$ cat src/rtl/mux_n_reg.sv
// N-channel WIDTH-bit selector with a one-entry registered output stage.
// Channel choice is either fixed (by i_sel) or round-robin among valid channels.
module mux_n_reg #(
  parameter int WIDTH = 8,
  parameter int N     = 4,
  parameter int SELW  = 2
) (
  input  logic                 i_clk,
  input  logic                 i_rst,
  input  logic [N*WIDTH-1:0]   i_ip,
  input  logic [N-1:0]         i_ip_valid,
  output logic [N-1:0]         o_ip_ready,
  input  logic                 i_mode,
  input  logic [SELW-1:0]      i_sel,
  output logic [WIDTH-1:0]     o_op,
  output logic [SELW-1:0]      o_op_ch,
  output logic                 o_op_valid,
  input  logic                 i_op_ready
);

  logic [WIDTH-1:0] r_op;
  logic [SELW-1:0]  r_op_ch;
  logic             r_op_valid;
  logic [SELW-1:0]  r_rr_ptr;

  logic [N-1:0]     w_grant;
  logic [SELW-1:0]  w_grant_idx;
  logic [WIDTH-1:0] w_grant_data;
  logic             w_found;
  logic             w_can_accept;
  logic             w_in_hs;
  int               w_j;

  // Grant: fixed select, or first valid channel after r_rr_ptr (wrapping modulo N)
  always_comb begin
    w_grant     = '0;
    w_grant_idx = '0;
    w_found     = 1'b0;
    w_j         = 0;
    if (i_mode == 1'b0) begin
      for (int i = 0; i < N; i++) begin
        if (i_sel == SELW'(i)) begin
          w_grant[i] = i_ip_valid[i];
        end else begin
          w_grant[i] = 1'b0;
        end
      end
      w_grant_idx = i_sel;
    end else begin
      for (int k = 0; k < N; k++) begin
        w_j = int'(r_rr_ptr) + 1 + k;
        if (w_j >= N) begin
          w_j = w_j - N;
        end else begin
          w_j = w_j;
        end
        for (int i = 0; i < N; i++) begin
          if (!w_found && (w_j == i) && i_ip_valid[i]) begin
            w_found     = 1'b1;
            w_grant[i]  = 1'b1;
            w_grant_idx = SELW'(i);
          end else begin
            w_found = w_found;
          end
        end
      end
    end
  end

  // Data of the granted channel (zero when nothing is granted)
  always_comb begin
    w_grant_data = '0;
    for (int i = 0; i < N; i++) begin
      if (w_grant[i]) begin
        w_grant_data = i_ip[i*WIDTH +: WIDTH];
      end else begin
        w_grant_data = w_grant_data;
      end
    end
  end

  // Reset blocks acceptance so nothing is taken in a cycle whose load is discarded
  assign w_can_accept = !r_op_valid || i_op_ready;
  assign o_ip_ready   = w_grant & {N{w_can_accept && !i_rst}};
  assign w_in_hs      = |(i_ip_valid & o_ip_ready);

  always_ff @(posedge i_clk) begin
    if (i_rst) begin
      r_op       <= '0;
      r_op_ch    <= '0;
      r_op_valid <= 1'b0;
      r_rr_ptr   <= SELW'(N - 1);
    end else if (w_in_hs) begin
      r_op       <= w_grant_data;
      r_op_ch    <= w_grant_idx;
      r_op_valid <= 1'b1;
      if (i_mode) begin
        r_rr_ptr <= w_grant_idx;
      end
    end else if (r_op_valid && i_op_ready) begin
      r_op_valid <= 1'b0;
    end
  end

  assign o_op       = r_op;
  assign o_op_ch    = r_op_ch;
  assign o_op_valid = r_op_valid;

endmodule

$ cat config.mk
export PLATFORM = sky130hd
export DESIGN_NAME = mux_n_reg
export DESIGN_NICKNAME = d
export VERILOG_FILES = /design/src/rtl/mux_n_reg.sv
export SDC_FILE = /design/constraint.sdc
export NUM_CORES = 1
export LEC_CHECK = 0
export ABC_AREA = 1
export CAP_MARGIN = 10
export CORE_AREA = 3 3 74 55
export DETAILED_ROUTE_END_ITERATION = 7
export DIE_AREA = 0 0 77 58
export PLACE_DENSITY = 0.78
export SYNTH_ARGS = -nofsm -noshare
export SYNTH_HDL_FRONTEND = slang
export SYNTH_SLANG_ARGS = --single-unit
$ cat constraint.sdc
create_clock -name i_clk -period 2.35 [get_ports i_clk]
set_input_delay 0.47 -clock i_clk [delete_from_list [all_inputs] [get_ports i_clk]]
set_output_delay 0.47 -clock i_clk [all_outputs]
set_load 0.05 [all_outputs]
==> flow_summary_export.csv, run 1 <==
group,metric,value,unit
setup_path,cpPeakStageDelay,0.28,ns
clock_tree,clkSlewWorstSetupHoldPaths,0.05,ns
grt,grt_pass1_wl,7710,um
power_and_ir_drop,combinationalPowerShare,0.639,
detailed_routing,wirelength,4950,um
detailed_routing,drtIter0Drc,124,
timing,fin_skew,0.00287,ns
yosys,avgSynthCellArea,5.75,um^2
setup_path,cp-start-kind,"primary input",
outcome,outcome,"finished with violations",
timing,setup_violations,17,
finish,fin_util,0.722,
grt,grt_pass1_vias,1720,
place,dp_hpwl,3650,um
yosys,synth-seq-area-share,0.203,
clock_tree,hold_buffers,0,
power_and_ir_drop,power_switching,585,uW
timing,hold_viol,0,
detailed_routing,drc_errors,0,
setup_path,path_delay_family,"simple AND/OR/NAND/NOR gates",
timing,grt_setup_unrepaired,"true",
clock_tree,htreeDepth,1,
outcome,violations,"negative setup slack",
clock_tree,root_buffer,"clkbuf_8",
floorplanning,core_area,3450,um^2
floorplanning,dieHeight,58,um
finish,antenna_cells,0,
floorplanning,start_util,0.372,
timing,max-slew-margin-rel,0.660,
timing,worst_pin_slew,0.508,ns
yosys,yosys.area.top_type_share,0.203,
setup_path,crit_path_end_kind,"output port",
yosys,synthArstFlopShare,0,
yosys,synth_edf_count,0,
grt,antenna_found_initial,0,
clock_tree,clk_path_buf_depth,2,
clock_tree,cts_tree,"done",
yosys,synth_area_leader_cell,"dfxtp_1",
place,port_buffers,56,
yosys,synth_warnings,0,
setup_path,crit_end,"o_ip_ready[2]",
clock_tree,cts_made_buffers,3,
power_and_ir_drop,p_per_area,539,nW/um^2
finish,drive_gt1_frac,0.307,
power_and_ir_drop,p_int,756,uW
setup_path,crit_start,"i_ip_valid[3]",
floorplanning,die-area,4470,um^2
yosys,synthesis.area,1280,um^2
setup_path,r2r_cells,18,
finish,instances_no_fill,382,
floorplanning,num_rows,18,
setup_path,crit_buf_inv,3,
yosys,ys_types,25,
setup_path,r2r-start,"r_rr_ptr[1]",
timing,min_period_over_period,1.14,
setup_path,cp.required,1.88,ns
setup_path,path_max_fanout,4,
place,dp_cells,362,
yosys,syn_nets,265,
power_and_ir_drop,clkPwrFrac,0.148,
setup_path,crit_path_cell_trace,"dlygate4sd2_1 -> nand3_4 -> nand2_4 -> nor2_4 -> nand4_4 -> nor2_4 -> nand4_4 -> nor2_4 -> nand4_1 -> nand2_1 -> nand2_2 -> nand2_4 -> nand2_4 -> clkinvlp_4 -> buf_12",
setup_path,arrival,2.21,ns
setup_path,worstSetupPathType,"primary input to output port",
finish,nets,375,
grt,grt_max_degree,12,
grt,globalRouteOverflowTotal,0,
grt,grtUsageTotal,0.213,
yosys,synth_seq_cells,13,
flow_run,cap_violations,0,
timing,fmax,373,MHz
yosys,syn_inst,223,
hold_path,hold_path_class,"flop to flop",
detailed_routing,drt_pass1_iterations,4,
detailed_routing,wl_per_cell,12.9,um
floorplanning,io_pins,57,
power_and_ir_drop,leakagePower,0.00120,uW
clock_tree,cts_num_sinks,13,
setup_path,rr_endpoint,"o_op_valid",
timing,fin_ws,-0.329,ns
detailed_routing,final_antenna_net_count,0,
setup_path,regToRegSetupSlack,-0.15,ns
power_and_ir_drop,max-vdd-ir-drop,0.498,mV
clock_tree,clk_latency,0.24,ns
power_and_ir_drop,switching_share,0.436,
timing,slew_violations,0,
timing,hold_ws,0.507,ns
timing,period_minus_slack,2.68,ns
place,gp_congestion,0.917,
setup_path,cp_slowest_cell,"dlygate4sd2_1",
yosys,synth-main-ff-cell,"dfxtp_1",
power_and_ir_drop,p_seq_frac,0.213,
detailed_routing,viasPerCell,4.73,
setup_path,cp.depth,15,
detailed_routing,vias,1806,
yosys,synthTopCellsByArea,"dfxtp_1 20%, nand2_1 15%, nor2_1 13%",
timing,tns,-2.16,ns
floorplanning,fp.dieW,77,um
finish,areaGrowthSynthToFinish,94.0,%
==> worst register-to-register path, delay by kind of cell, from the launching register on <==
family	cells	cell delay [ns]
and+or+nand+nor	9	0.94
DFF	1	0.36
buffers and inverters	7	0.72
AOI/OAI and AO/OA	2	0.38
==> sequential cells by signal (all words and copies together) (netlist names) <==
signal      cells
o_op            8
o_op_ch         2
o_op_valid      1
r_rr_ptr        2
==> worst min-delay path by stage <==
stage | slack, ns | start | endpoint | depth (start not counted)
2_1_floorplan | 0.50 | r_rr_ptr[0] | r_rr_ptr[0] | 2
3_3_place_gp | 0.46 | o_op_ch[1] | o_op_ch[1] | 2
3_5_place_dp | 0.50 | o_op_ch[1] | o_op_ch[1] | 2
4_1_cts | 0.51 | o_op_ch[1] | o_op_ch[1] | 2
5_1_grt | 0.52 | o_op_ch[1] | o_op_ch[1] | 2
6_report | 0.51 | o_op_ch[1] | o_op_ch[1] | 2
==> placed cells by master, fill, tap and decap left out, drive strengths merged <==
cell / n
dfxtp: 13
nand3b: 1
nor2: 46
o211ai: 1
buf: 59
clkdlybuf4s50: 48
a21oi: 11
inv: 38
clkinvlp: 2
o21bai: 1
clkdlybuf4s15: 3
or3b: 1
clkbuf: 4
a31oi: 3
dlygate4sd2: 1
nand3: 21
nand2: 58
nand4: 16
nor3: 3
o21ai: 2
==> Yosys cell counts, types with 2 or more instances <==
cell / number
dfxtp_1: 13
nor2_4: 3
nand2_4: 3
a21oi_1: 11
nand3_1: 20
nand4_1: 13
inv_2: 2
o21ai_0: 2
nand2_2: 5
nand2_1: 50
inv_1: 38
buf_6: 3
a31oi_1: 3
nor2_1: 43
nor3_1: 2
nand4_2: 2
buf_2: 2
==> cell type report <==
class / count / area, um^2
Inverter: 40 / 158
Clock buffer: 4 / 45.0
Sequential cell: 13 / 265
Tap cell: 50 / 62.6
Fill cell: 274 / 957
Multi-Input combinational cell: 164 / 935
Timing Repair Buffer: 111 / 1020
==> kinds of logic (layout without fill, tap and decap cells) <==
family / count (synthesis) / in the layout / share of synthesized area
flops: 13 / 13 / 0.203
compound gates: 18 / 18 / 0.0800
buf+inv: 46 / 155 / 0.154
simple gates: 146 / 146 / 0.563
==> metal layers <==
layer | GRT usage | vias to the layer above | part of all wire
li1 | - | 925 | -
met1 | 0.303 | 804 | 0.46
met2 | 0.344 | 68 | 0.46
met3 | 0.0217 | 9 | 0.060
met4 | 0.0685 | 0 | 0.017
met5 | 0 | - | 0
==> per-stage QoR <==
step	area (um^2)	power, uW	worst slack [ns]
3_3_place_gp	2240	1060	-0.535
3_5_place_dp	2240	1070	-0.592
4_1_cts	2440	1310	-0.265
5_1_grt	2490	1420	-0.400
6_report	2490	1340	-0.329
2_1_floorplan	1350	757	-0.224
==> repair_timing <==
item                                    4_1_cts  5_1_grt
endpoints found under the setup margin       17       17
pin swaps                                    15        2
setup buffers                                14        2
hold endpoints to repair                      0        0
resized for setup                            20       11
==> power groups by stage <==
stage	clock network, uW	logic, uW	registers, uW
floorplan	0	353	404
CTS	203	824	284
finish	198	858	286
detailed placement	0	785	287
global route	214	921	290
global placement	0	774	286
(Power assumes the default switching activity.)
==> run 2, diff against run 1 <==
--- a/config.mk
+++ b/config.mk
@@ -10,6 +10,7 @@
 export CORE_AREA = 3 3 74 55
 export DETAILED_ROUTE_END_ITERATION = 7
 export DIE_AREA = 0 0 77 58
+export HOLD_SLACK_MARGIN = 0.08
 export PLACE_DENSITY = 0.78
 export SYNTH_ARGS = -nofsm -noshare
 export SYNTH_HDL_FRONTEND = slang
==> results of run 2 <==
Same layout as run 1: the final DEF is identical, and so are final timing and power.
